===== src/rtl/mem_arbiter_if.sv =====
// Requester and memory-side signals of the two-port memory arbiter.
// slave = arbiter view, master = requester/memory environment view.
interface mem_arbiter_if #(
    parameter int ADDR_WIDTH = 6,
    parameter int DATA_WIDTH = 16
);
    logic                  m0_req;
    logic                  m0_we;
    logic [ADDR_WIDTH-1:0] m0_addr;
    logic [DATA_WIDTH-1:0] m0_wdata;
    logic                  m0_ack;
    logic [DATA_WIDTH-1:0] m0_rdata;

    logic                  m1_req;
    logic                  m1_we;
    logic [ADDR_WIDTH-1:0] m1_addr;
    logic [DATA_WIDTH-1:0] m1_wdata;
    logic                  m1_ack;
    logic [DATA_WIDTH-1:0] m1_rdata;

    logic                  mem_we;
    logic [ADDR_WIDTH-1:0] mem_addr;
    logic [DATA_WIDTH-1:0] mem_data;
    logic [DATA_WIDTH-1:0] mem_out;

    modport slave (
        input  m0_req, m0_we, m0_addr, m0_wdata,
        output m0_ack, m0_rdata,
        input  m1_req, m1_we, m1_addr, m1_wdata,
        output m1_ack, m1_rdata,
        output mem_we, mem_addr, mem_data,
        input  mem_out
    );

    modport master (
        output m0_req, m0_we, m0_addr, m0_wdata,
        input  m0_ack, m0_rdata,
        output m1_req, m1_we, m1_addr, m1_wdata,
        input  m1_ack, m1_rdata,
        input  mem_we, mem_addr, mem_data,
        output mem_out
    );
endinterface


===== src/rtl/mem_arbiter.sv =====
// Round-robin arbiter sharing one combinational-read memory between two ports; ack 2 cycles after req when idle.
// Requesters hold req until ack; the loser simply waits, alternating grants give 1 transaction per 2 cycles.
module mem_arbiter #(
    parameter int ADDR_WIDTH = 6,
    parameter int DATA_WIDTH = 16
) (
    input  logic clk,
    input  logic rst,
    mem_arbiter_if.slave bus
);
    typedef enum logic [1:0] {IDLE, ACCESS, RESP} state_t;

    state_t                state;
    state_t                state_nxt;
    logic                  last_grant;
    logic                  cur_port;
    logic                  lat_we;
    logic [ADDR_WIDTH-1:0] lat_addr;
    logic [DATA_WIDTH-1:0] lat_wdata;
    logic [DATA_WIDTH-1:0] rdata0;
    logic [DATA_WIDTH-1:0] rdata1;
    logic                  load;
    logic                  load_port;

    always_ff @(posedge clk or posedge rst) begin
        if (rst) begin
            state <= IDLE;
        end else begin
            state <= state_nxt;
        end
    end

    always_comb begin
        state_nxt = state;
        load      = 1'b0;
        load_port = 1'b0;
        case (state)
            IDLE: begin
                if (bus.m0_req || bus.m1_req) begin
                    load      = 1'b1;
                    state_nxt = ACCESS;
                    // On a tie the port that did not win last time goes first.
                    load_port = (bus.m0_req && bus.m1_req) ? ~last_grant : bus.m1_req;
                end
            end
            ACCESS: begin
                state_nxt = RESP;
            end
            RESP: begin
                // Only the other port may chain directly; the winner's req is ignored here.
                if (cur_port ? bus.m0_req : bus.m1_req) begin
                    load      = 1'b1;
                    load_port = ~cur_port;
                    state_nxt = ACCESS;
                end else begin
                    state_nxt = IDLE;
                end
            end
            default: begin
                state_nxt = IDLE;
            end
        endcase
    end

    always_ff @(posedge clk or posedge rst) begin
        if (rst) begin
            last_grant <= 1'b1;
            cur_port   <= 1'b0;
            lat_we     <= 1'b0;
            lat_addr   <= '0;
            lat_wdata  <= '0;
            rdata0     <= '0;
            rdata1     <= '0;
        end else begin
            if (load) begin
                cur_port   <= load_port;
                last_grant <= load_port;
                lat_we     <= load_port ? bus.m1_we    : bus.m0_we;
                lat_addr   <= load_port ? bus.m1_addr  : bus.m0_addr;
                lat_wdata  <= load_port ? bus.m1_wdata : bus.m0_wdata;
            end
            if (state == ACCESS && !lat_we) begin
                if (cur_port) begin
                    rdata1 <= bus.mem_out;
                end else begin
                    rdata0 <= bus.mem_out;
                end
            end
        end
    end

    assign bus.mem_we   = (state == ACCESS) && lat_we;
    assign bus.mem_addr = lat_addr;
    assign bus.mem_data = lat_wdata;
    assign bus.m0_ack   = (state == RESP) && !cur_port;
    assign bus.m1_ack   = (state == RESP) && cur_port;
    assign bus.m0_rdata = rdata0;
    assign bus.m1_rdata = rdata1;
endmodule


===== src/flat_wrapper.sv =====
// flat-port wrapper written by rule: the top's interface ports become plain ports
module mem_arbiter_flat 
#(
    parameter int ADDR_WIDTH = 6,
    parameter int DATA_WIDTH = 16
)
  (clk, rst, bus_m0_req, bus_m0_we, bus_m0_addr, bus_m0_wdata, bus_m0_ack, bus_m0_rdata, bus_m1_req, bus_m1_we, bus_m1_addr, bus_m1_wdata, bus_m1_ack, bus_m1_rdata, bus_mem_we, bus_mem_addr, bus_mem_data, bus_mem_out);
  mem_arbiter_if #(.ADDR_WIDTH(ADDR_WIDTH), .DATA_WIDTH(DATA_WIDTH)) bus_i ();
  input  logic clk;
  input  logic rst;
  input wire logic [$bits(bus_i.m0_req)-1:0] bus_m0_req;
  input wire logic [$bits(bus_i.m0_we)-1:0] bus_m0_we;
  input wire logic [$bits(bus_i.m0_addr)-1:0] bus_m0_addr;
  input wire logic [$bits(bus_i.m0_wdata)-1:0] bus_m0_wdata;
  output wire logic [$bits(bus_i.m0_ack)-1:0] bus_m0_ack;
  output wire logic [$bits(bus_i.m0_rdata)-1:0] bus_m0_rdata;
  input wire logic [$bits(bus_i.m1_req)-1:0] bus_m1_req;
  input wire logic [$bits(bus_i.m1_we)-1:0] bus_m1_we;
  input wire logic [$bits(bus_i.m1_addr)-1:0] bus_m1_addr;
  input wire logic [$bits(bus_i.m1_wdata)-1:0] bus_m1_wdata;
  output wire logic [$bits(bus_i.m1_ack)-1:0] bus_m1_ack;
  output wire logic [$bits(bus_i.m1_rdata)-1:0] bus_m1_rdata;
  output wire logic [$bits(bus_i.mem_we)-1:0] bus_mem_we;
  output wire logic [$bits(bus_i.mem_addr)-1:0] bus_mem_addr;
  output wire logic [$bits(bus_i.mem_data)-1:0] bus_mem_data;
  input wire logic [$bits(bus_i.mem_out)-1:0] bus_mem_out;
  assign bus_i.m0_req = bus_m0_req;
  assign bus_i.m0_we = bus_m0_we;
  assign bus_i.m0_addr = bus_m0_addr;
  assign bus_i.m0_wdata = bus_m0_wdata;
  assign bus_m0_ack = bus_i.m0_ack;
  assign bus_m0_rdata = bus_i.m0_rdata;
  assign bus_i.m1_req = bus_m1_req;
  assign bus_i.m1_we = bus_m1_we;
  assign bus_i.m1_addr = bus_m1_addr;
  assign bus_i.m1_wdata = bus_m1_wdata;
  assign bus_m1_ack = bus_i.m1_ack;
  assign bus_m1_rdata = bus_i.m1_rdata;
  assign bus_mem_we = bus_i.mem_we;
  assign bus_mem_addr = bus_i.mem_addr;
  assign bus_mem_data = bus_i.mem_data;
  assign bus_i.mem_out = bus_mem_out;
  mem_arbiter #(.ADDR_WIDTH(ADDR_WIDTH), .DATA_WIDTH(DATA_WIDTH)) u_core (.clk(clk), .rst(rst), .bus(bus_i));
endmodule

===== config.mk =====
export PLATFORM = sky130hd
export DESIGN_NAME = mem_arbiter_flat
export DESIGN_NICKNAME = d
export VERILOG_FILES = /design/src/rtl/mem_arbiter_if.sv /design/src/rtl/mem_arbiter.sv /design/src/flat_wrapper.sv
export SDC_FILE = /design/constraint.sdc
export NUM_CORES = 1
export LEC_CHECK = 0
export BUFFER_PORTS_ARGS = -buffer_cell sky130_fd_sc_hd__buf_2
export CAP_MARGIN = 20
export CORE_AREA = 2 2 54 106
export DETAILED_ROUTE_END_ITERATION = 10
export DIE_AREA = 0 0 56 108
export PLACE_DENSITY = 0.78
export SYNTH_ARGS = -nofsm -noshare
export SYNTH_HDL_FRONTEND = slang
export SYNTH_SLANG_ARGS = --single-unit

===== constraint.sdc =====
create_clock -name clk -period 2.45 [get_ports clk]
set_input_delay 0 -clock clk [delete_from_list [all_inputs] [get_ports clk]]
set_output_delay 0 -clock clk [all_outputs]
set_load 0.005 [all_outputs]

Word level (Yosys, flattened, before mapping)
Index checks and enable logic that the tools add are counted.
{"block": "totals", "regBits": 59, "inputBits": 66, "output_inout_bits": 57, "elab_cells": 38}
{"block": "op_classes", "n_eq_ne": 3, "mux": 14, "bitwise": 2, "reduce_logical": 11}
{"op": "two-way mux 16 bit", "n": 1}
{"op": "two-way mux 1 bit", "n": 8}
{"op": "two-way mux 6 bit", "n": 1}
{"op": "one-hot mux 2 bit (3 select lines)", "n": 1}
{"op": "logical AND 1 bit", "n": 5}
{"op": "one-hot mux 1 bit (2 select lines)", "n": 2}
{"op": "AND reduction 2 bit", "n": 2}
{"op": "== test 2 x 1 -> 1 bit, second input constant", "n": 1}
{"op": "== test 2 bit, second input constant", "n": 1}
{"op": "logical NOT 1 bit", "n": 2}
{"op": "logical NOT 2 bit", "n": 1}
{"op": "two-way mux 2 bit", "n": 1}
{"op": "!= test 2 x 1 -> 1 bit, second input constant", "n": 1}
{"op": "NOT 1 bit", "n": 2}
{"op": "logical OR 1 bit", "n": 1}

Logic depth before layout (Yosys ltp)
{"block": "logic_depth", "depth_word": 5, "ltp_mapped": 6, "ltp_nobuf": 4}

Least setup slack after synthesis
No wires, ideal clock.
{"block": "synth_path", "kind": "reg2reg", "from": "register u_core.state[1]", "to": "register u_core.rdata0[0] (netlist: u_core.bus.m0_rdata[0])", "setup_time_ps": 125, "arrival_ps": 1518, "required_time_ps": 2325, "path_slack_ps": 807, "path_stages_with_launch": 5, "n_path_buf": 2, "synth_period_minus_slack_ps": 1643, "cell_sequence": "dfrtp_1 -> buf_2 -> nor4_4 -> buf_4 -> mux2_2"}
{"block": "synth_between", "elab_chain_cells": 3}
{"item": "start, declared", "line_no": "mem_arbiter.sv:13", "source": "state_t state;"}
{"item": "start signal, assigned", "line_no": "mem_arbiter.sv:29", "source": "state <= state_nxt;"}
{"item": "== test 2 x 1 -> 1 bit", "line_no": "mem_arbiter.sv:82", "source": "if (state == ACCESS && !lat_we) begin"}
{"item": "logical AND 1 bit", "line_no": "mem_arbiter.sv:82"}
{"item": "AND reduction 2 bit (no line)"}
{"item": "end signal, assigned", "line_no": "mem_arbiter.sv:86", "source": "rdata0 <= bus.mem_out;"}
{"item": "end, declared", "line_no": "mem_arbiter.sv:20", "source": "logic [DATA_WIDTH-1:0] rdata0;"}
No other way between the ends.
A chain may end at the register's enable or synchronous reset.

Worst setup path in the final report
{"block": "layout_path", "from": "register u_core.state[1]", "to": "register u_core.lat_wdata[2] (netlist: u_core.bus.mem_data[2])"}
{"block": "layout_between", "elab_chain_cells": 3, "elab_cells_between_ends": 5, "cone_classes": "1 x eq/ne; 3 x mux; 1 x reduce/logical"}
{"item": "== test 2 bit / logical NOT 2 bit (equally long branches)", "line_no": "mem_arbiter.sv:37", "source": "case (state)"}
{"item": "one-hot mux 1 bit (2 select lines)", "line_no": "mem_arbiter.sv:37"}
{"item": "two-way mux 16 bit", "line_no": "mem_arbiter.sv:80", "source": "lat_wdata <= load_port ? bus.m1_wdata : bus.m0_wdata;"}
{"item": "end signal, assigned", "line_no": "mem_arbiter.sv:80"}
{"item": "end, declared", "line_no": "mem_arbiter.sv:19", "source": "logic [DATA_WIDTH-1:0] lat_wdata;"}
Several ways; a longest one is shown, not always the timed one.

==> results.txt <==
- Outcome: complete, but fails checks
- Violated checks: hold timing
* Clock-pin slew on the worst setup and hold paths: 0.07 ns
* TritonCTS clock tree: yes
- Max Buffers Root-to-Sink: 2
- Initial antenna violation count: 0
- Along the worst path, the maximum fanout reaches 20.
* Avg Vias per Cell: 4.938
- Each instance of the synthesized netlist takes up on average 13.20 um^2.
- STA classifies the critical path endpoint as a flop.
* Total wire length: 6.747 mm
- Floorplan die area: 6048 um^2
* Setup-failing EPs final: 0
* Tcrit/Tclk final: 91.39%
- Leading cell types by total area after synthesis: dfrtp_1 (58%), mux2_2 (14%), mux2i_1 (9.7%)
* Power per Cell Area: 1128 nW/um^2
- H-tree level count: 3
* Slew Viols, Final: 0
* Area of all sequential standard cells: 1478 um^2
- Biggest area consumer among synthesized cells: dfrtp_1
* Worst setup SP type: flop
* Core box area: 5185 um^2
* Combined global-route utilization of all metal layers: 23.42%
- Die height: 108 um
- Across all hold checks on the routed design, the worst slack comes to -0.006144 ns.
- For the worst setup path, the data required time is 2.67 ns.
- Gates resized during post-CTS repair numbered 0.
- Yosys instantiated no cell more often than dfrtp_1.
- Crit path DAT: 2.46 ns
- On the worst path, the slowest cell contributes a delay of 0.62 ns.
- For flop-to-flop paths, the worst setup slack is 0.21 ns.
* TritonCTS Buffers: 9
- Number of fill cells: 340
- Cell type of the slowest stage on the worst timing path: dfrtp_1
- At the end of the flow, the number of nets in the layout was 441.
- Share of flip-flops with an asynchronous set or reset: 100.0%
- For this run, the number of Yosys warnings is 0.
- Once detail routing completed, the nets flagged for antenna violations numbered 0.
- First-pass GRT wire length: 10.64 mm
* Worst Max-Slew Pin Slew: 0.5197 ns
* Worst vdd ir: 0.0008645 V
- The detailed router placed 2163 vias in this run.
* Cells along the critical path: nand2_1 > o2111ai_4 > buf_12 > mux2i_1 > dlygate4sd3_1 > a21oi_1
- After detailed routing, the number of remaining DRC violations is 0.
* Worst setup slack after layout: 0.2109 ns
* Crit path time final: 2.239 ns
- Gp weighted congestion: 0.8151
- Summing all multi-input logic gate instances after layout gives 934.6 um^2.
- Crit Path Category: reg2reg
* Gr ovfl total: 0
* Clock Root Buffer: clkbuf_8
- Maximum number of pins on one net before global-route repair: 60
- Setup total negative slack on the finished layout was measured at 0 ns.
- DR iter-0 viols: 66
- In the synthesized netlist, the number of instances is 188.
* Number of diodes: 0
- Reported leakage power: 1.992 nW
- Cell type group with the largest total delay on the critical path: buffers and inverters
- Setup repair after global routing missed its margin: no
* Max-slew headroom: 65.24%
- Clock latency on the worst-skew pair, taken at its later pin, is 0.34 ns.
- The number of different library cells used by synthesis comes to 19.
- Number of detailed-route iterations in the first pass: 4
* Peak Freq: 446.6 MHz
- Worst min-delay path class: in2reg
* Fraction of layout cells with a size suffix above 1: 47.11%
- The number of buffers and inverters on the critical path is 2.
- Skew final: 0.01359 ns
- The synthesized netlist occupies a cell area of 2482 um^2.
- Synthesis produced a netlist with a net count of 254.
- Starting density of the core: 47.88%
* Yosys top cell area share: 58.47%
- Standard-cell rows: 37
- Setup slack at placement: 0.7141 ns
- The count of endpoints failing hold in the final timing report came to 2.
* Predominant post-synthesis flop cell: dfrtp_1
- Top cells by instance count after synthesis: dfrtp_1 (58), mux2_2 (31), nor2_1 (25)
- The number of global-route vias before repair came to 2361.
* Detailed Place HPWL: 4.271 mm
- Count of flip-flops with a built-in enable after synthesis: 0
- After detailed routing, the average wire length per cell comes to 15.40 um.
- Flip-flop and latch count after synthesis: 59
- In this run the tool buffered the top-level ports with 122 buffer cells.
- Boundary pin count: 123
* Die width: 56 um
- The tool flagged a number of max-cap violations equal to 0.
- Area growth from synthesis to layout: 59.98%
- Clk sinks: 59
- Fraction of the yosys area taken by sequential cells: 59.53%
cell type report:
class / instances / share of cell area [%]
Clock inverter: 4 / 1.260
Clock buffer: 12 / 3.655
Sequential cell: 59 / 37.21
Tap cell: 58 / 1.827
Multi-Input combinational cell: 115 / 23.53
Inverter: 4 / 0.3781
Timing Repair Buffer: 186 / 32.14
through the flow:
stage                     instances  cell area, um^2  utilization, %  total power (W)
after detailed placement        363             3186           61.44         0.003461
after floorplan                 188             2482               -         0.002709
after CTS                       438             3971           76.59         0.004505
after global routing            438             3971           76.59         0.004785
after global placement          363             3186           61.44         0.003386
final                           438             3971           76.59         0.004481
registers in the layout, summed over array words and instances, names as in the netlist:
signal               count
u_core.last_grant        1
u_core.bus.m0_rdata     16
u_core.bus.mem_addr      6
u_core.lat_we            1
u_core.bus.mem_data     16
u_core.cur_port          1
u_core.bus.m1_rdata     16
u_core.state             2
kinds of logic (layout without fill, tap and decap cells):
family          count (synthesis)  in the layout  synth area share, %
flops                          59             59                59.53
mux                            56             56                24.19
simple gates                   32             32                6.553
compound gates                 27             27                6.149
buf+inv                        14            206                3.578
worst min-delay path: cells and delay by family:
family / cells / cell delay [ns]
buffers and inverters: 1 / 0.08
AO/OA/AOI/OAI: 1 / 0.16
multiplexers: 1 / 0.06
final timing paths:
path | from | to | cells after the start
worst min register to register | u_core.bus.m1_rdata[14] | u_core.bus.m1_rdata[14] | 1
max in group asynchronous | rst | u_core.last_grant | 4
min in group asynchronous | rst | u_core.bus.m1_rdata[15] | 4
worst max register to register | u_core.state[1] | u_core.bus.mem_data[2] | 6
worst min-delay path | bus_m1_wdata[7] | u_core.bus.mem_data[7] | 3
worst max-delay path | u_core.state[1] | u_core.bus.mem_data[2] | 6
placed cells by master, fill, tap and decap left out, drive strengths merged, types with 4 or more instances in the layout:
cell type / n
dfrtp: 58
a21oi: 23
inv: 4
mux2: 32
clkbuf: 12
mux2i: 24
dlygate4sd3: 59
nor2: 25
buf: 127
per-layer routing:
layer  vias up  global-route usage [%]  part of all wire [%]
li1       1028                       -                     -
met1      1025                   22.16                    34
met2        89                   43.28                    58
met3        21                   6.579                   5.8
met4         0                   14.29                   2.8
met5         -                       0                     0
report_power, final:
group,leakage (nW),switching (W),internal [W]
Combinational,1.21,0.000816,0.00102
Sequential,0.687,0.000304,0.00147
Clock,0.0926,0.000370,0.000496
Total,1.99,0.00149,0.00299
what timing repair did:
item,4_1_cts,5_1_grt
endpoints found under the hold margin,112,0
buffers inserted,0,0
hold buffers,59,0
Note: power is estimated with default switching activity, not from simulation.
